[config.mk]
export PLATFORM = sky130hd
export DESIGN_NAME = pacman_game_fsm
export DESIGN_NICKNAME = d
export VERILOG_FILES = /design/src/rtl/pacman_game_fsm.sv
export SDC_FILE = /design/constraint.sdc
export NUM_CORES = 1
export LEC_CHECK = 0
export CAP_MARGIN = 20
export CORE_UTILIZATION = 40
export DETAILED_ROUTE_END_ITERATION = 10
export PLACE_DENSITY_LB_ADDON = 0.08
export SLEW_MARGIN = 20
export SYNTH_ARGS = -nofsm -noshare
export SYNTH_HDL_FRONTEND = slang
export SYNTH_SLANG_ARGS = --single-unit
[constraint.sdc]
create_clock -name clk -period 2.7 [get_ports clk]
set_clock_uncertainty 0.05 [all_clocks]
set_input_delay 0.81 -clock clk [delete_from_list [all_inputs] [get_ports clk]]
set_output_delay 0.81 -clock clk [all_outputs]
set_load 0.02 [all_outputs]
[src/rtl/pacman_game_fsm.sv]
// Pac-Man game-flow controller: sequences READY/PLAY/DYING/CLEAR/OVER and keeps score, lives and level.
// Optional feature: define PACMAN_EXTRA_LIFE_EN to award one bonus life per game at EXTRA_LIFE_SCORE.
module pacman_game_fsm #(
    parameter int N_GHOSTS         = 3,
    parameter int LIVES_INIT       = 3,
    parameter int READY_FRAMES     = 60,
    parameter int DEATH_FRAMES     = 10,
    parameter int DOT_COUNT        = 240,
    parameter int DOT_POINTS       = 10,
    parameter int SCORE_W          = 16,
    parameter int EXTRA_LIFE_SCORE = 10000
) (
    input  logic                clk,
    input  logic                rst,
    input  logic                frame_tick,
    input  logic                start_btn,
    input  logic [N_GHOSTS-1:0] ghost_hit,
    input  logic                dot_eaten,
    output logic                soft_reset,
    output logic                play_en,
    output logic [2:0]          state,
    output logic [2:0]          lives,
    output logic [SCORE_W-1:0]  score,
    output logic [3:0]          level
);

    localparam int FRAME_MAX = (READY_FRAMES > DEATH_FRAMES) ? READY_FRAMES : DEATH_FRAMES;
    localparam int FRAME_W   = (FRAME_MAX < 1) ? 1 : $clog2(FRAME_MAX + 1);

    localparam logic [FRAME_W-1:0] READY_LIM = FRAME_W'(READY_FRAMES);
    localparam logic [FRAME_W-1:0] DEATH_LIM = FRAME_W'(DEATH_FRAMES);
    localparam logic [9:0]         DOTS_INIT = 10'(DOT_COUNT);
    localparam logic [2:0]         LIVES_RST = 3'(LIVES_INIT);
    localparam logic [SCORE_W:0]   DOT_ADD   = (SCORE_W + 1)'(DOT_POINTS);

    typedef enum logic [2:0] {
        ST_READY = 3'd0,
        ST_PLAY  = 3'd1,
        ST_DYING = 3'd2,
        ST_CLEAR = 3'd3,
        ST_OVER  = 3'd4
    } state_t;

    state_t               state_q, state_d;
    logic [FRAME_W-1:0]   frame_q, frame_d;
    logic [2:0]           lives_q, lives_d;
    logic [SCORE_W-1:0]   score_q, score_d;
    logic [3:0]           level_q, level_d;
    logic [9:0]           dots_q, dots_d;
    logic                 soft_reset_q, soft_reset_d;
    logic                 play_en_q, play_en_d;

    logic                 hit;
    logic [FRAME_W-1:0]   frame_inc;
    logic [SCORE_W:0]     score_sum;
    logic [SCORE_W-1:0]   score_sat;

`ifdef PACMAN_EXTRA_LIFE_EN
    localparam logic [SCORE_W-1:0] EXTRA_THR = SCORE_W'(EXTRA_LIFE_SCORE);
    logic                 bonus_q, bonus_d;
`endif

    always_comb begin
        state_d   = state_q;
        frame_d   = frame_q;
        lives_d   = lives_q;
        score_d   = score_q;
        level_d   = level_q;
        dots_d    = dots_q;
`ifdef PACMAN_EXTRA_LIFE_EN
        bonus_d   = bonus_q;
`endif
        hit       = |ghost_hit;
        frame_inc = frame_q + 1'b1;
        score_sum = {1'b0, score_q} + DOT_ADD;
        score_sat = score_sum[SCORE_W] ? {SCORE_W{1'b1}} : score_sum[SCORE_W-1:0];

        case (state_q)
            ST_READY: begin
                if (frame_tick) begin
                    frame_d = frame_inc;
                    if (frame_inc == READY_LIM) begin
                        state_d = ST_PLAY;
                        frame_d = '0;
                    end
                end
            end
            ST_PLAY: begin
                if (dot_eaten) begin
                    score_d = score_sat;
                    if (dots_q != 10'd0)
                        dots_d = dots_q - 10'd1;
                end
                // A hit outranks clearing the level with the same dot.
                if (hit) begin
                    lives_d = (lives_q == 3'd0) ? 3'd0 : lives_q - 3'd1;
                    state_d = ST_DYING;
                    frame_d = '0;
                end else if (dot_eaten && dots_q <= 10'd1) begin
                    state_d = ST_CLEAR;
                    frame_d = '0;
                end
`ifdef PACMAN_EXTRA_LIFE_EN
                if (dot_eaten && !bonus_q && score_sat >= EXTRA_THR) begin
                    bonus_d = 1'b1;
                    lives_d = (lives_d == 3'd7) ? 3'd7 : lives_d + 3'd1;
                end
`endif
            end
            ST_DYING: begin
                if (frame_tick) begin
                    frame_d = frame_inc;
                    if (frame_inc == DEATH_LIM) begin
                        frame_d = '0;
                        if (lives_q == 3'd0)
                            state_d = ST_OVER;
                        else if (dots_q == 10'd0)
                            state_d = ST_CLEAR;
                        else
                            state_d = ST_READY;
                    end
                end
            end
            ST_CLEAR: begin
                if (frame_tick) begin
                    frame_d = frame_inc;
                    if (frame_inc == DEATH_LIM) begin
                        frame_d = '0;
                        level_d = level_q + 4'd1;
                        dots_d  = DOTS_INIT;
                        state_d = ST_READY;
                    end
                end
            end
            ST_OVER: begin
                if (start_btn) begin
                    lives_d = LIVES_RST;
                    score_d = '0;
                    level_d = 4'd0;
                    dots_d  = DOTS_INIT;
`ifdef PACMAN_EXTRA_LIFE_EN
                    bonus_d = 1'b0;
`endif
                    state_d = ST_READY;
                    frame_d = '0;
                end
            end
            default: begin
                state_d = ST_READY;
                frame_d = '0;
            end
        endcase

        soft_reset_d = (state_d != ST_PLAY);
        play_en_d    = (state_d == ST_PLAY);
    end

    always_ff @(posedge clk) begin
        if (rst) begin
            state_q      <= ST_READY;
            frame_q      <= '0;
            lives_q      <= LIVES_RST;
            score_q      <= '0;
            level_q      <= 4'd0;
            dots_q       <= DOTS_INIT;
            soft_reset_q <= 1'b1;
            play_en_q    <= 1'b0;
`ifdef PACMAN_EXTRA_LIFE_EN
            bonus_q      <= 1'b0;
`endif
        end else begin
            state_q      <= state_d;
            frame_q      <= frame_d;
            lives_q      <= lives_d;
            score_q      <= score_d;
            level_q      <= level_d;
            dots_q       <= dots_d;
            soft_reset_q <= soft_reset_d;
            play_en_q    <= play_en_d;
`ifdef PACMAN_EXTRA_LIFE_EN
            bonus_q      <= bonus_d;
`endif
        end
    end

    assign soft_reset = soft_reset_q;
    assign play_en    = play_en_q;
    assign state      = state_q;
    assign lives      = lives_q;
    assign score      = score_q;
    assign level      = level_q;

endmodule

# After elaboration in Yosys (flattened, before gate mapping)
# Index checks and enable logic that the tools add are counted.
# totals
out_inout_bits,28
latch_bits,0
reg_bits,44
ramBits,0
mem_count,0
input_bits,8
wordCells,84
rom_bits,0
# op_classes
eq_ne,17
mul,0
order_cmp,1
muxes,38
bitwise,0
n_div,0
addsub,5
shift,0
n_reduce_logical,15
# op_table
operator,n
10-bit two-way mux,5
16-bit two-way mux,3
6-bit two-way mux,7
3-bit two-way mux,13
16-bit one-hot mux with 2 select lines,1
10-bit one-hot mux with 3 select lines,1
6-bit one-hot mux with 4 select lines,1
"16-bit by 4-bit adder with 17-bit output, second input constant",1
3-bit one-hot mux with 5 select lines,1
"2-bit inequality test, second input constant",7
4-bit two-way mux,3
"10-bit by 1-bit <= comparator with 1-bit output, second input constant",1
10-bit zero test,1
10-bit nonzero test,1
"10-bit by 1-bit subtractor with 10-bit output, second input constant",1
4-bit one-hot mux with 2 select lines,1
4-bit AND reduction,2
"6-bit by 1-bit adder with 6-bit output, second input constant",1
"3-bit by 1-bit equality test with 1-bit output, second input constant",2
"3-bit by 2-bit equality test with 1-bit output, second input constant",2
"6-bit by 4-bit equality test with 1-bit output, second input constant",1
"6-bit equality test, second input constant",1
3-bit zero test,2
3-bit one-hot mux with 2 select lines,1
14 further kinds,16

# Logic depth before layout (Yosys ltp)
# Gate-level depths: netlist of the first run.
# logic_depth
word_depth,7
mapped_depth,8
mapped_depth_nobuf,7

# Least setup slack after synthesis of the first run
# No wires, ideal clock.
# synth_path
path_kind,input port to flip-flop
from,input frame_tick
to,register dots_q[8]
required_time_ps,2578
n_path_buf,1
setup_time_ps,72
cell_stages,6
arrival_time_ps,2281
slack_ps,297
path_cell_list,nand2b_1 mux2_4 or4b_1 buf_2 a2111oi_4 mux2i_1
# synth_between
elab_chain_len,2
# synth_lines
item,line_no,text
"start, declared",15,"input logic frame_tick,"
2-bit inequality test (no line),n/a,
6-bit AND reduction (no line),n/a,
"end signal, assigned",177,dots_q <= dots_d;
"end, declared",49,"logic [9:0] dots_q, dots_d;"
# Every way passes these cells.
# A chain may end at the register's enable or synchronous reset.

# Final worst setup path of the first run
# layout_path
from,input frame_tick
to,register play_en_q (netlist: play_en)
# layout_between
elab_chain_len,3
word_cells_on_any_way,5
cone_classes,eq/ne (1); mux (4)
# layout_lines
item,line_no,text
3-bit two-way mux (on tied branches),"125, 111, 80",
3-bit one-hot mux with 5 select lines *,78,case (state_q)
3-bit by 1-bit equality test with 1-bit output *,155,play_en_d = (state_d == ST_PLAY);
"end signal, assigned",179,play_en_q <= play_en_d;
"end, declared",51,"logic play_en_q, play_en_d;"
# Mark *: on every way between the ends. The rest lies on a longest branch, timed or not.

==> results of run 1 <==
-- metal layers --
metal,vias to the layer above,share of wire [%],routed length (um),track usage [%]
li1,1348,-,-,-
met1,1218,50,3490,28.3
met2,58,45,3180,34.6
met3,9,4.1,289,3.38
met4,0,1.3,93,6.27
met5,-,0,0,0
-- worst min-delay path by stage --
stage                end  slack (ns)
4_1_cts         level[3]        0.44
3_3_place_gp    score[0]        0.41
3_5_place_dp    score[0]        0.41
2_1_floorplan  dots_q[7]        0.41
5_1_grt         level[3]        0.47
6_report        level[3]        0.43
-- metrics by stage --
stage	hold slack (ns)	area, um^2	util [%]	setup WS [ns]	power (W)
6_report	0.433	3290	51.7	0.0711	0.00113
3_3_place_gp	0.405	3190	50.2	-0.247	0.000732
2_1_floorplan	0.406	2650	-	0.297	0.000702
3_5_place_dp	0.413	3190	50.2	-0.278	0.000732
5_1_grt	0.468	3290	51.7	0.0211	0.00117
4_1_cts	0.438	3270	51.5	0.0251	0.00114
-- power by group --
part / leakage (nW) / total (W) / switching (W) / internal, W
logic: 0.688 / 0.0000607 / 0.0000324 / 0.0000282
clock network: 0.0400 / 0.000409 / 0.000234 / 0.000176
registers: 0.355 / 0.000655 / 0.00000431 / 0.000651
-- critical path, stage by stage --
cell and delay [ns]:
clkdlybuf4s50_1 0.51, nand2_1 0.07, mux2_4 0.28, or4b_4 0.48, buf_6 0.16, a32oi_1 0.27, and4bb_1 0.23
-- sequential cells by signal, indices dropped and copies added, names as in the netlist --
register and flops:
level 4, soft_reset 1, state 3, frame_q 6
play_en 1, lives 3, dots_q 10, score 16
-- cell families after synthesis --
logic type,count (synthesis),share of synthesized area [%]
compound gates,117,30.2
xor+xnor,3,0.993
fa+ha+maj,7,3.31
buf+inv,29,4.40
flops,44,33.3
mux,4,1.70
simple gates,125,26.1
-- cell type report --
cell class	count	share of cell area, %
clock buffers	5	2.09
clock inverters	2	0.381
inverters	10	1.14
multi-input cells	256	50.6
flip-flops and latches	44	26.8
well taps	77	2.93
repair buffers	58	16.0
-- layout by cell type (no fill, tap or decap), drive strengths merged, types with 3 or more instances in the layout --
cell and n:
or3 5, buf 23, and3 3, nand4b 3, clkbuf 5, nor3 8, o31ai 11, nand2b 3
a21o 5, dfxtp 44, nor4b 3, ha 7, mux2i 3, a21oi 31, nor3b 5, clkdlybuf4s50 35
nand2 27, a31oi 5, o21a 3, inv 10, nor2 26, o211ai 6, nor4 5, o32ai 3
nand3 14, or4 6, o21ai 24, a211oi 11, or2 3
-- synth_stat cells, types with 3 or more instances --
library cell,instances
a211oi_1,11
a21o_1,5
a21oi_1,31
a31oi_1,4
and3_1,3
buf_2,3
clkbuf_1,15
dfxtp_1,44
ha_1,7
inv_1,10
mux2i_1,3
nand2_1,27
nand2b_1,3
nand3_1,13
nand4b_1,3
nor2_1,26
nor3_1,8
nor3b_1,5
nor4_1,5
o211ai_1,6
o21a_1,3
o21ai_0,18
o21ai_1,6
o31ai_1,11
o32ai_1,3
or3_1,5
or4_1,6
==> results.sh, run 1 <==
export IMPL_ctsResizeCount=0
export IMPL_drive_gt1_share_pct=10.7
export IMPL_io_buffers=35
export IMPL_slew_headroom_pct=58.5
export IMPL_antenna_found_initial=0
export IMPL_ys_flop_type="dfxtp_1"
export IMPL_ys_types=60
export IMPL_viasPerCell=5.83
export IMPL_r2r_cells=7
export IMPL_ff2ff_setup_slack_ns=0.27
export IMPL_yosys_top_cells_area="dfxtp_1 33%, a21oi_1 5.9%, nand2_1 3.8%"
export IMPL_core_area_um2=6350
export IMPL_ir_drop_uv=217
export IMPL_grt_max_degree=19
export IMPL_cts_hold_fix_buffers=0
export IMPL_whs_path_depth=2
export IMPL_min_path_type="flop to flop"
export IMPL_yosysWarnings=0
export IMPL_regArea_um2=881
export IMPL_endpoint_kind="flop"
export IMPL_synth_top_area_share_pct=33.3
export IMPL_finalMaxSlewViolations=0
export IMPL_placed_cells=445
export IMPL_drtIter0Drc=93
export IMPL_worst_pin_slew_ns=0.617
export IMPL_fp_dieArea_um2=6940
export IMPL_worstHoldStart="level[3]"
export IMPL_die_w_um=83.3
export IMPL_fill_cells=644
export IMPL_syn_area_per_cell_um2=8.04
export IMPL_grt_pass1_vias=2487
export IMPL_yosys_area_top_type="dfxtp_1"
export IMPL_setup_violations=0
export IMPL_cts_tree="done"
export IMPL_clk_root_buffer_cell="clkbuf_8"
export IMPL_place_hpwl_um=5110
export IMPL_synth_area_um2=2650
export IMPL_status="completed"
export IMPL_synth_edf_count=0
export IMPL_cts_buffer_depth=2
export IMPL_maxCapViolCount=0
export IMPL_nNetsFinal=390
export IMPL_grt_pass1_wl_um=12000
export IMPL_p_per_area_nw_per_um2=342
export IMPL_diodes=0
export IMPL_rsz0062_at_grt="false"
export IMPL_die_y_um=83.3
export IMPL_cts_max_level=2
export IMPL_cts_buffers=5
export IMPL_place_congestion=0.868
export IMPL_timing_setup_tns_ns=0
export IMPL_ios=36
export IMPL_clk_latency_ns=0.30
export IMPL_syn_inst=329
export IMPL_required_ns=2.89
export IMPL_grt_usage_pct=21.1
export IMPL_timing_rr_start="frame_q[0]"
export IMPL_reg2reg_to="play_en"
export IMPL_syn_to_final_growth_pct=24.2
export IMPL_wire_per_inst_um=15.6
export IMPL_fmax_mhz=380
export IMPL_multiInputGateArea_um2=1660
export IMPL_num_rows=29
export IMPL_synthArstFlopShare_pct=0
export IMPL_finalCriticalPeriod_ns=2.63
export IMPL_critPathKind="input pin to flop"
export IMPL_clk_pin_slew_ns=0.09
export IMPL_cp_startpoint="frame_tick"
export IMPL_cp_arrival_ns=2.82
export IMPL_start_util_pct=41.7
export IMPL_cts_setup_buffers=0
export IMPL_fin_cells=452
export IMPL_drtPass1Iterations=4
export IMPL_gr_total_overflow=0
export IMPL_cp_max_fo=7
export IMPL_finalHoldViolations=0
export IMPL_routed_wirelength_um=7050
export IMPL_syn_nets=344
export IMPL_crit_path_end="play_en"
export IMPL_vias=2633
export IMPL_start_kind="input pin"
export IMPL_clock_sinks=44
export IMPL_ys_ff_latch=44
export IMPL_p_leak_nw=1.08
export IMPL_seq_area_frac_synth_pct=33.3
export IMPL_timing_final_crit_share_pct=97.4
export IMPL_ant_nets=0
export IMPL_drcViolationCount=0
(Power assumes the default switching activity.)
==> run 2: changes to the inputs <==
TNS_END_PERCENT = 5   (was default)
clock period = 2.2 ns   (was 2.7 ns; I/O delays follow)
==> run 2 against run 1 <==
  * The run now ends with setup timing left
  * Via count is 6.5% higher
  * Die area unchanged
  * First-iteration DRC count grew 44%
  * Final cell count rose by 7.7%
  * Register-to-register slack got worse by 0.29 ns
  * Clock-buffer cell count grew 1
  * Critical endpoint is now dots_q[8]
  * Critical path type unchanged
==> results.sh, run 2 (synthesized netlist as in run 1, its figures left out) <==
export IMPL_setup_violations=7
export IMPL_finalMaxSlewViolations=0
export IMPL_cts_setup_buffers=0
export IMPL_nNetsFinal=424
export IMPL_start_kind="input pin"
export IMPL_fmax_mhz=441
export IMPL_io_buffers=35
export IMPL_drcViolationCount=0
export IMPL_grt_max_degree=15
export IMPL_placed_cells=479
export IMPL_final_core_util_pct=57.0
export IMPL_crit_cells=7
export IMPL_fp_dieArea_um2=6940
export IMPL_fill_cells=603
export IMPL_hold_end="dots_q[6]"
export IMPL_die_y_um=83.3
export IMPL_reg2reg_to="dots_q[8]"
export IMPL_antenna_found_initial=0
export IMPL_regArea_um2=886
export IMPL_p_per_area_nw_per_um2=423
export IMPL_whs_ns=0.444
export IMPL_ir_drop_uv=246
export IMPL_cts_buffer_depth=2
export IMPL_cp_max_fo=7
export IMPL_slew_headroom_pct=57.9
export IMPL_timing_final_ws_setup_ns=-0.0650
export IMPL_whs_path_depth=1
export IMPL_viasPerCell=5.76
export IMPL_drive_gt1_share_pct=20.5
export IMPL_core_area_um2=6350
export IMPL_maxCapViolCount=0
export IMPL_critPathBufInv=2
export IMPL_status="complete, but fails checks"
export IMPL_largest_register_ffs=16
export IMPL_cp_arrival_ns=2.44
export IMPL_p_leak_nw=1.33
export IMPL_cts_max_level=2
export IMPL_min_path_type="flop to flop"
export IMPL_violations="setup timing"
export IMPL_required_ns=2.38
export IMPL_clk_root_buffer_cell="clkbuf_8"
export IMPL_die_w_um=83.3
export IMPL_clock_sinks=44
export IMPL_multiInputGateArea_um2=1700
export IMPL_critPathKind="input pin to flop"
export IMPL_syn_to_final_growth_pct=36.7
export IMPL_grt_pass1_vias=2597
export IMPL_endpoint_kind="flop"
export IMPL_place_congestion=0.915
export IMPL_timing_rr_start="frame_q[1]"
export IMPL_num_rows=29
export IMPL_rsz0062_at_grt="true"
export IMPL_cts_tree="done"
export IMPL_wire_per_inst_um=15.3
export IMPL_ff2ff_setup_slack_ns=-0.02
export IMPL_cp_top_family="simple AND/OR/NAND/NOR gates"
export IMPL_start_util_pct=41.7
export IMPL_clk_latency_ns=0.29
export IMPL_r2r_cells=8
export IMPL_finalCriticalPeriod_ns=2.27
export IMPL_ios=36
export IMPL_vias=2804
export IMPL_place_area_um2=3450
export IMPL_grt_usage_pct=22.3
export IMPL_cts_buffers=5
export IMPL_worstHoldStart="dots_q[6]"
export IMPL_crit_slowest_cell="or4b_1"
export IMPL_grt_pass1_wl_um=12700
export IMPL_diodes=0
export IMPL_fin_cells=487
export IMPL_layout_commonest_cell="buf_4"
export IMPL_worst_pin_slew_ns=0.623
export IMPL_timing_final_crit_share_pct=103
export IMPL_slowest_delay_ns=0.54
export IMPL_finalHoldViolations=0
export IMPL_clk_pin_slew_ns=0.08
export IMPL_routed_wirelength_um=7460
export IMPL_crit_chain="clkdlybuf4s15_1 -> nand2_1 -> mux2_4 -> or4b_1 -> buf_6 -> a2111oi_4 -> mux2i_1"
export IMPL_place_hpwl_um=5630
export IMPL_final_cell_mix="56 x buf_4, 40 x dfxtp_1, 31 x a21oi_1"
export IMPL_drtPass1Iterations=4
export IMPL_drtIter0Drc=134
export IMPL_final_area_um2=3620
export IMPL_gr_total_overflow=0
export IMPL_ant_nets=0
run 2: cell count changes in the layout (fill, tap and decap cells not counted), sizes merged:
cell,previous run,this run
buf,23,57
clkdlybuf4s50,35,30
dlymetal6s2s,0,3
bufinv,0,1
clkbuf,5,6
clkdlybuf4s15,0,1
clkinvlp,1,0
dlygate4sd2,0,1
run 2: power breakdown:
group          internal (W)  leakage (nW)  switching, W
clock network      0.000338        0.0552      0.000287
registers          0.000799         0.357    0.00000394
logic             0.0000521         0.917     0.0000490
total               0.00119          1.33      0.000340
run 2: per-layer routing:
metal	wire length (um)	GRT usage (%)
met3	267	3.78
met5	0	0
met4	59	4.55
met1	3730	31.0
met2	3410	36.1
run 2: final cells by class:
class                           count  area share (%)
Multi-Input combinational cell    256            47.1
Sequential cell                    44            24.5
Timing Repair Buffer               92            21.8
Tap cell                           77            2.66
Clock buffer                        6            2.01
Inverter                           10            1.04
Clock inverter                      2           0.968
run 2: timing repair:
action	CTS	global route
hold buffers	0	0
gates resized for setup	10	9
setup endpoints to repair	17	27
pin swaps	2	4
run 2: stage by stage:
stage	worst slack [ns]	TNS, ns	power (W)
final	-0.0650	-0.236	0.00153
after CTS	-0.0375	-0.114	0.00155
after global placement	-0.641	-10.74	0.000918
after global routing	-0.131	-1.12	0.00159
after detailed placement	-0.684	-11.11	0.000919
after floorplan	-0.0314	-0.0554	0.000862
run 2: worst max path at each step:
stage                     startpoint   endpoint
after floorplan           frame_tick  dots_q[8]
after global placement    frame_tick  dots_q[8]
after detailed placement  frame_tick  dots_q[2]
after CTS                 frame_q[1]  dots_q[8]
after global routing      frame_q[1]  dots_q[8]
final                     frame_tick  dots_q[8]
run 2: worst reg2reg max path: stages (launching register included):
cell and delay, ns:
dfxtp_2 0.36, inv_1 0.06, ha_1 0.17, nor4b_4 0.24
a41oi_2 0.08, or4b_1 0.55, buf_6 0.17, a2111oi_4 0.30
mux2i_1 0.20
==> run 3: changes to the inputs <==
TNS_END_PERCENT = 20   (was 5)
==> run 3 against run 2 <==
  * The run now ends clean
  * Sequential power about the same
  * Final area rose by 2.4%
  * Final cell count is 1.0% higher
  * Global-route usage shrank 0.15 points
  * Maximum frequency is 3.1% higher
  * Power up 0.99%
  * Sequential share of layout area down 0.23 points
  * Clock-buffer cell count stayed put
  * Via count rose by 1.4%
  * Utilization grew 1.4 points
  * Wire length grew 3.2%
  * Critical path type is now flop to flop
  * Critical endpoint is now play_en
  * Highest routed layer unchanged
==> results.sh, run 3 (synthesized netlist as in run 1, its figures left out) <==
export IMPL_status="completed"
export IMPL_power_total_w=0.00154
export IMPL_gr_total_overflow=0
export IMPL_fp_dieArea_um2=6940
export IMPL_required_ns=2.39
export IMPL_finalHoldViolations=0
export IMPL_finalMaxSlewViolations=0
export IMPL_grt_max_degree=15
export IMPL_die_y_um=83.3
export IMPL_rsz0062_at_grt="true"
export IMPL_routed_wirelength_um=7700
export IMPL_final_core_util_pct=58.3
export IMPL_wl_met2_um=3540
export IMPL_met3_length_um=331
export IMPL_drive_gt1_share_pct=23.9
export IMPL_endpoint_kind="flop"
export IMPL_drtPass1Iterations=5
export IMPL_num_rows=29
export IMPL_nNetsFinal=429
export IMPL_finalCriticalPeriod_ns=2.20
export IMPL_start_kind="flop"
export IMPL_crit_path_end="play_en"
export IMPL_antenna_found_initial=0
export IMPL_clock_sinks=44
export IMPL_ff2ff_setup_slack_ns=0.002
export IMPL_final_cell_mix="60 x buf_4, 36 x dfxtp_1, 31 x a21oi_1"
export IMPL_clk_latency_ns=0.29
export IMPL_cp_top_family="simple AND/OR/NAND/NOR gates"
export IMPL_grt_pass1_vias=2592
export IMPL_grt_usage_pct=22.1
export IMPL_wire_per_inst_um=15.7
export IMPL_cts_buffer_depth=2
export IMPL_cts_max_level=2
export IMPL_syn_to_final_growth_pct=40.0
export IMPL_crit_slowest_cell="or4b_4"
export IMPL_drtIter0Drc=126
export IMPL_die_w_um=83.3
export IMPL_worst_pin_slew_ns=0.619
export IMPL_drcViolationCount=0
export IMPL_slew_headroom_pct=58.1
export IMPL_wl_met1_um=3750
export IMPL_clk_pin_slew_ns=0.09
export IMPL_timing_final_crit_share_pct=99.9
export IMPL_reg2reg_to="play_en"
export IMPL_fmax_mhz=455
export IMPL_largest_register_ffs=16
export IMPL_p_leak_nw=1.36
export IMPL_timing_rr_start="frame_q[1]"
export IMPL_start_util_pct=41.7
export IMPL_diodes=0
export IMPL_fill_cells=593
export IMPL_dr_max_layer_used="met4"
export IMPL_cts_hold_fix_buffers=0
export IMPL_maxCapViolCount=0
export IMPL_vias=2844
export IMPL_cts_buffers=5
export IMPL_ios=36
export IMPL_grt_pass1_wl_um=12600
export IMPL_ant_nets=0
export IMPL_ir_drop_uv=246
export IMPL_cp_startpoint="frame_q[1]"
export IMPL_viasPerCell=5.78
export IMPL_setup_violations=0
export IMPL_r2r_cells=6
export IMPL_cp_max_fo=7
export IMPL_core_area_um2=6350
export IMPL_cp_arrival_ns=2.39
export IMPL_layout_commonest_cell="buf_4"
export IMPL_place_hpwl_um=5630
export IMPL_slowest_delay_ns=0.63
export IMPL_place_congestion=0.915
export IMPL_critPathBufInv=1
export IMPL_crit_chain="buf_6 -> nand3_4 -> mux2_4 -> or4b_4 -> a32oi_1 -> and4bb_1"
export IMPL_clk_root_buffer_cell="clkbuf_8"
export IMPL_critPathKind="flop to flop"
export IMPL_cts_tree="done"
export IMPL_io_buffers=35
export IMPL_min_path_type="flop to flop"
export IMPL_p_per_area_nw_per_um2=417
export IMPL_crit_cells=6
## run 3: cell type report
type                            instances  area (um^2)  area share [%]
Inverter                               10         37.5            1.01
Tap cell                               77         96.3            2.60
Sequential cell                        44          898            24.2
Timing Repair Buffer                   97          825            22.3
Clock inverter                          2         35.0           0.946
Clock buffer                            6         72.6            1.96
Multi-Input combinational cell        256         1740            47.0
## run 3: power breakdown
part           total [W]  switching, W  internal, W  leakage (nW)
combinational   0.000113     0.0000531    0.0000601         0.945
sequential      0.000805    0.00000712     0.000798         0.360
clock           0.000626      0.000289     0.000338        0.0552
## run 3: per-stage QoR
stage	hold WS (ns)	cell area, um^2	cells	TNS (ns)	setup WS (ns)
3_3_place_gp	0.410	3450	479	-10.74	-0.641
4_1_cts	0.456	3590	488	-0.0733	-0.0411
6_report	0.445	3700	492	0	0.00237
3_5_place_dp	0.431	3450	479	-11.11	-0.684
2_1_floorplan	0.406	2660	329	-0.0554	-0.0314
5_1_grt	0.468	3700	492	-0.435	-0.106
## run 3: repair_timing
item / 4_1_cts / 5_1_grt
setup buffers: 1 / 5
pin swaps: 4 / 2
resized for setup: 9 / 29
setup endpoints to repair: 17 / 27
## run 3: worst min path at each step
stage               from         to  slack [ns]  cells after the start
2_1_floorplan  dots_q[7]  dots_q[7]        0.41                      1
3_3_place_gp    score[0]   score[0]        0.41                      2
3_5_place_dp    score[0]   score[0]        0.43                      2
4_1_cts         score[0]   score[0]        0.46                      2
5_1_grt        dots_q[6]  dots_q[6]        0.47                      1
6_report       dots_q[6]  dots_q[6]        0.45                      1
## run 3: metal layers
| layer | track usage, % | up-vias |
|---|---|---|
| met3 | 3.78 | 6 |
| met1 | 30.9 | 1337 |
| met5 | 0 | - |
| li1 | - | 1420 |
| met2 | 35.8 | 81 |
| met4 | 4.55 | 0 |
